$ cat src/rtl/mem_wb_pipe.sv
// MEM->WB write-back pipeline: NUM_CH write channels delayed by DEPTH register stages,
// with flush/hold/bubble control, youngest-first forwarding and a saturating bubble counter.
module mem_wb_pipe #(
    parameter int DATA_W = 32,
    parameter int ADDR_W = 5,
    parameter int NUM_CH = 2,
    parameter int DEPTH  = 1
) (
    input  logic                       clk,
    input  logic                       rst,
    input  logic [NUM_CH-1:0]          mem_we,
    input  logic [NUM_CH*ADDR_W-1:0]   mem_waddr,
    input  logic [NUM_CH*DATA_W-1:0]   mem_wdata,
    input  logic                       stall_in,
    input  logic                       stall_out,
    input  logic                       flush,
    input  logic [ADDR_W-1:0]          fwd_raddr,
    output logic [NUM_CH-1:0]          wb_we,
    output logic [NUM_CH*ADDR_W-1:0]   wb_waddr,
    output logic [NUM_CH*DATA_W-1:0]   wb_wdata,
    output logic                       fwd_hit,
    output logic [DATA_W-1:0]          fwd_data,
    output logic [15:0]                bubble_cnt
);

    logic [NUM_CH-1:0]        we_p   [DEPTH];
    logic [NUM_CH*ADDR_W-1:0] addr_p [DEPTH];
    logic [NUM_CH*DATA_W-1:0] data_p [DEPTH];
    logic [NUM_CH-1:0]        san_we;

    // Writes to register 0 are dropped; on an address collision the higher channel wins.
    function automatic logic [NUM_CH-1:0] sanitise_we(
        input logic [NUM_CH-1:0]        we,
        input logic [NUM_CH*ADDR_W-1:0] addr
    );
        logic [NUM_CH-1:0] keep;
        keep = '0;
        for (int c = 0; c < NUM_CH; c++) begin
            keep[c] = we[c] && (addr[c*ADDR_W +: ADDR_W] != '0);
            for (int h = c + 1; h < NUM_CH; h++) begin
                if (we[h] && (addr[h*ADDR_W +: ADDR_W] == addr[c*ADDR_W +: ADDR_W]))
                    keep[c] = 1'b0;
            end
        end
        return keep;
    endfunction

    function automatic logic [15:0] sat_inc(input logic [15:0] v);
        return (v == 16'hFFFF) ? v : v + 16'd1;
    endfunction

    always_comb san_we = sanitise_we(mem_we, mem_waddr);

    // Stage 0 takes sanitised MEM inputs (or a bubble); stage k takes stage k-1.
    always_ff @(posedge clk or negedge rst) begin
        if (!rst) begin
            for (int k = 0; k < DEPTH; k++) begin
                we_p[k]   <= '0;
                addr_p[k] <= '0;
                data_p[k] <= '0;
            end
            bubble_cnt <= '0;
        end else if (flush) begin
            for (int k = 0; k < DEPTH; k++) begin
                we_p[k]   <= '0;
                addr_p[k] <= '0;
                data_p[k] <= '0;
            end
        end else if (!stall_out) begin
            if (stall_in) begin
                we_p[0]    <= '0;
                addr_p[0]  <= '0;
                data_p[0]  <= '0;
                bubble_cnt <= sat_inc(bubble_cnt);
            end else begin
                we_p[0]   <= san_we;
                addr_p[0] <= mem_waddr;
                data_p[0] <= mem_wdata;
            end
            for (int k = 1; k < DEPTH; k++) begin
                we_p[k]   <= we_p[k-1];
                addr_p[k] <= addr_p[k-1];
                data_p[k] <= data_p[k-1];
            end
        end
    end

    assign wb_we    = we_p[DEPTH-1];
    assign wb_waddr = addr_p[DEPTH-1];
    assign wb_wdata = data_p[DEPTH-1];

    // Youngest stage first, highest channel first within a stage.
    always_comb begin
        fwd_hit  = 1'b0;
        fwd_data = '0;
        if (fwd_raddr != '0) begin
            for (int s = 0; s < DEPTH; s++) begin
                for (int c = NUM_CH - 1; c >= 0; c--) begin
                    if (!fwd_hit && we_p[s][c] &&
                        (addr_p[s][c*ADDR_W +: ADDR_W] == fwd_raddr)) begin
                        fwd_hit  = 1'b1;
                        fwd_data = data_p[s][c*DATA_W +: DATA_W];
                    end
                end
            end
        end
    end

endmodule

$ cat config.mk
export PLATFORM = sky130hd
export DESIGN_NAME = mem_wb_pipe
export DESIGN_NICKNAME = d
export VERILOG_FILES = /design/src/rtl/mem_wb_pipe.sv
export SDC_FILE = /design/constraint.sdc
export NUM_CORES = 1
export LEC_CHECK = 0
export CAP_MARGIN = 5
export CORE_ASPECT_RATIO = 1.25
export CORE_MARGIN = 2
export CORE_UTILIZATION = 30
export CTS_BUF_LIST = sky130_fd_sc_hd__clkbuf_4
export DETAILED_ROUTE_END_ITERATION = 12
export GPL_TIMING_DRIVEN = 0
export PLACE_DENSITY_LB_ADDON = 0.1
export SYNTH_ARGS = -nofsm -noshare
export SYNTH_HDL_FRONTEND = slang
export SYNTH_SLANG_ARGS = --single-unit
$ cat constraint.sdc
create_clock -name clk -period 2.2 [get_ports clk]
set_input_delay 0.44 -clock clk [delete_from_list [all_inputs] [get_ports clk]]
set_output_delay 0.44 -clock clk [all_outputs]
set_load 0.03 [all_outputs]
======== Word level (Yosys, flattened, before mapping) ========
Index checks and enable logic that the tools add are counted.
storage, ports and cells
  word-level logic and storage cells ...... 41
  input port bits ......................... 86
  register bits after elaboration ......... 92
cells by class
  multiplexer cells ....................... 17
  equal/unequal tests ..................... 5
  add/subtract/negate cells ............... 1
  reductions and logical operators ........ 11
  bitwise logic cells ..................... 3
operator list
  operator                                                number
  2-to-1 mux 64 bit                                       3
  2-to-1 mux 32 bit                                       3
  2-to-1 mux 10 bit                                       3
  adder 16 x 1 -> 16 bit (second input constant)          1
  equality test 16 bit (second input constant)            1
  equality test 5 bit                                     3
  nonzero test 5 bit                                      3
  logical AND 1 bit                                       6
  2-to-1 mux 2 bit                                        3
  2-to-1 mux 1 bit                                        5
  AND reduction 4 bit                                     1
  inverter 1 bit                                          3
  inequality test 2 x 1 -> 1 bit (second input constant)  1
  logical NOT 1 bit                                       1

======== Logic depth before layout (Yosys ltp) ========
  depth in word-level cells ............... 9
  depth in mapped cells ................... 6

======== Worst setup path after synthesis ========
OpenSTA, ideal clock, no wires.
  path type ............................... flip-flop to output port
  start point ............................. register addr_p (netlist bit wb_waddr[6])
  end point ............................... output port fwd_hit
  stages on the path, launching flop included .. 6
  path buffers ............................ 1
  data required time ...................... 1.760 ns
  slack ................................... -0.263 ns
  arrival ................................. 2.023 ns
  path through ............................ dfrtp_1 -> xnor2_1 -> nand4_1 -> or2_2 -> clkbuf_1 -> a21boi_0
on the way
  cells in the longest elaborated chain, start to end .. 9
ends and longest elaborated chain
  element                           line  RTL
  start: declaration                27    logic [NUM_CH*ADDR_W-1:0] addr_p [DEPTH];
  start signal: indexed assignment  82    addr_p[k] <= addr_p[k-1];
  equality test 5 bit (*)           100   (addr_p[s][c*ADDR_W +: ADDR_W] == fwd_raddr)) begin
  logical AND 1 bit (*)             99    if (!fwd_hit && we_p[s][c] &&
  2-to-1 mux 1 bit (*)              99
  2-to-1 mux 1 bit (*)              96    if (fwd_raddr != '0) begin
  logical NOT 1 bit                 99
  logical AND 1 bit (2 in series)   99
  2-to-1 mux 1 bit (*)              99
  2-to-1 mux 1 bit (*)              96
  end: declaration                  21    output logic fwd_hit,
Every way passes the cells marked *; elsewhere a longest branch is shown, timed or not. The select of a mux whose other input is x is not followed.

======== Worst setup path in the final report ========
  start point ............................. register addr_p (netlist bit wb_waddr[2])
  end point ............................... output port fwd_data[19]
on the way
  cells in the longest elaborated chain, start to end .. 4
ends and longest elaborated chain
  element              line  RTL
  equality test 5 bit  100
  logical AND 1 bit    99
  2-to-1 mux 32 bit    99
  2-to-1 mux 32 bit    96
  end: declaration     22    output logic [DATA_W-1:0] fwd_data,
Every way passes these cells.

==> results.cfg <==
[timing]
rsz0062_at_grt = true
finalSetupViolCount = 33
worst_pin_slew_ns = 0.6262
max_freq_mhz = 375.1
slew_violations = 0
skew_ns = 0.01009
layout_min_cycle_time_ns = 2.666
tns_ns = -14.56
fin_ws_ns = -0.4663
holdWs_ns = 0.5147
hold_violations = 0
slew_headroom_pct = 57.94
fin_crit_sh_pct = 121.2

[grt]
grt_use_total_pct = 22.02
grt_first_pass_wirelength_um = 24980
antenna_found_initial = 2
grt_max_degree = 49
grt_pass1_vias = 4459
grt-ovfl-total = 0

[flow_run]
drv_cap = 0

[route]
drt_pass1_iterations = 4
drcViolationCount = 0
dr_total_vias = 4208
wirelength_um = 16160
final_antenna_net_count = 0
drt-initial-drc-count = 152
routedWlPerCell_um = 19.83
drt-vias-per-instance = 5.163

[pwr]
p_per_area_nw_per_um2 = 490.3
seqPwrFrac_pct = 48.2
internal_power_w = 0.002723
switching_power_w = 0.001219
ir_drop_v = 0.0005329
swShare_pct = 30.92
p_clk_share_pct = 27.4
power_leakage_nw = 3.266
pwr-share-comb_pct = 24.4

[synth]
synth_top_family_by_area = compound AO/OA/AOI/OAI gates
yosysSeqAreaShare_pct = 54.45
synth-async-reset-ratio_pct = 100.0
synth_ff_type = dfrtp_1
synthMuxAreaShare_pct = 0.6215
avgSynthCellArea_um2 = 10.87
synth_top_area_share_pct = 54.45
synth-simple-area-share_pct = 9.352
synth_compound_area_share_pct = 26.55
ys_ff_latch = 92
synth_edf_count = 0
syn_inst = 389
syn-num-nets = 476
yosys-top-cells-area = dfrtp_1 54%, a22o_1 15%, o22ai_1 4.7%
synth.largest_area_cell = dfrtp_1
synth_xor_area_share_pct = 5.386
synthAdderAreaFrac_pct = 0.2959
synth_cell_type_count = 37
synth_area_um2 = 4228
yosys_warnings = 0

[placement]
pre_cts_ws_ns = -1.551
gp_congestion = 0.7739
dp_hpwl_um = 11370
portBuffers = 210

[layout]
final_common_cell = clkdlybuf4s50_1
postLayoutCoreUtil_pct = 58.20
areaGrowthSynthToFinish_pct = 90.15
drive_gt1_share_pct = 26.65
fin_nets = 720
final_cell_mix = 166 x clkdlybuf4s50_1, 85 x dfrtp_1, 74 x a22o_1

[clock_network]
clkTransAtPathRegs_ns = 0.15
cts_buffer_depth = 2
cts_made_buffers = 9
clock-sinks = 92
cts_tree = built
cts_root_buffer = clkbuf_4
insertion_delay_ns = 0.46
h-tree-depth = 3

[critical_path]
crit_path_start_kind = register
r2r_start = bubble_cnt[0]
rr_worst_depth = 5
rr_endpoint = bubble_cnt[1]
worstPathArrival_ns = 2.23
crit_type = register to output port
end_kind = output port
r2r_setup_slack_ns = 0.15
crit_fanout = 8
cp_data_required_time_ns = 1.76

[floorplanning]
rows = 48
dieArea_um2 = 15060
start_util_pct = 30.61
coreArea_um2 = 13810
dieWidth_um = 110.2
die_h_um = 136.7
ios = 211

[min_path]
hold_class = primary input to asynchronous set/reset pin

[outcome]
violations = negative setup slack
status = finished, violations left
## metrics by stage
stage / power (W) / area [um2] / cells
after floorplan: 0.002315 / 4697 / 389
after global placement: 0.002782 / 7018 / 774
after detailed placement: 0.002795 / 7043 / 775
after CTS: 0.003974 / 8011 / 812
after global routing: 0.004137 / 8039 / 815
final: 0.003941 / 8039 / 815
## state kept, by name (all words and copies together) (netlist names)
| signal | count |
|---|---|
| wb_wdata | 64 |
| bubble_cnt | 16 |
| wb_waddr | 10 |
| wb_we | 2 |
## critical path, cell delays in order (launching register included)
cell      delay, ns
dfrtp_1        0.42
xor2_1         0.15
nor4_2         0.37
nand4_1        0.17
buf_6          0.20
clkbuf_8       0.19
o22ai_4        0.11
buf_6          0.15
## how the worst max path moves through the flow
stage	start	endpoint	slack, ns	cells past startpoint
after floorplan	wb_waddr[1]	fwd_data[0]	-0.07	5
after global placement	rst	wb_waddr[0]	-3.21	1
after detailed placement	fwd_raddr[1]	fwd_data[23]	-1.55	7
after CTS	wb_waddr[0]	fwd_data[23]	-0.45	7
after global routing	wb_waddr[2]	fwd_data[4]	-0.59	7
final	wb_waddr[2]	fwd_data[19]	-0.47	7
## logic make-up after synthesis
| kind of cell | Yosys count |
|---|---|
| muxes | 2 |
| adders and majority gates | 1 |
| buffers and inverters | 36 |
| and+or+nand+nor | 77 |
| DFF | 92 |
| xor gates and xnor gates | 26 |
| AOI/OAI and AO/OA | 155 |
## per-layer routing
layer / vias up / wire length (um) / track usage (%)
met2: 131 / 8287 / 37.05
met5: - / 0 / 0
met4: 0 / 168 / 6.458
met1: 2101 / 6585 / 27.32
li1: 1963 / - / -
met3: 13 / 1122 / 6.286
## cells in the mapped netlist (2+ instances only)
library cell,n
xnor2_1,9
a211oi_1,2
a22o_1,74
a21oi_1,6
o21ai_0,34
dfrtp_1,92
nand2_1,40
buf_2,5
nor3_1,7
o22ai_1,32
nand3_1,6
nor2_1,5
and3_1,2
inv_1,3
clkbuf_1,22
buf_1,6
nand4_1,5
nor4_1,3
and4_1,2
xor2_1,17
## layout make-up
class,count,area [um2]
plain buffers,32,311.5
flip-flops and latches,92,2311
clock inverters,5,76.32
diodes,2,5.005
repair buffers,234,2454
well taps,175,219.0
fillers,1188,5774
clock buffers,11,82.58
inverters,3,11.26
multi-input cells,261,2569
## power by group through the flow
stage / logic [W] / clock network (W) / registers [W]
after CTS: 0.000966 / 0.00111 / 0.00190
after global routing: 0.00102 / 0.00120 / 0.00192
final: 0.000960 / 0.00108 / 0.00190
after floorplan: 0.000227 / 0 / 0.00209
after global placement: 0.000865 / 0 / 0.00192
after detailed placement: 0.000878 / 0 / 0.00192
## what timing repair did
action | in CTS | in global routing
pin swaps | 36 | 2
endpoints found under the setup margin | 33 | 46
cloned | 7 | 0
hold buffers | 1 | 0
hold endpoints to repair | 44 | 0
buffers inserted | 14 | 1
gates resized for setup | 372 | 8
Note: power is estimated with default switching activity, not from simulation.
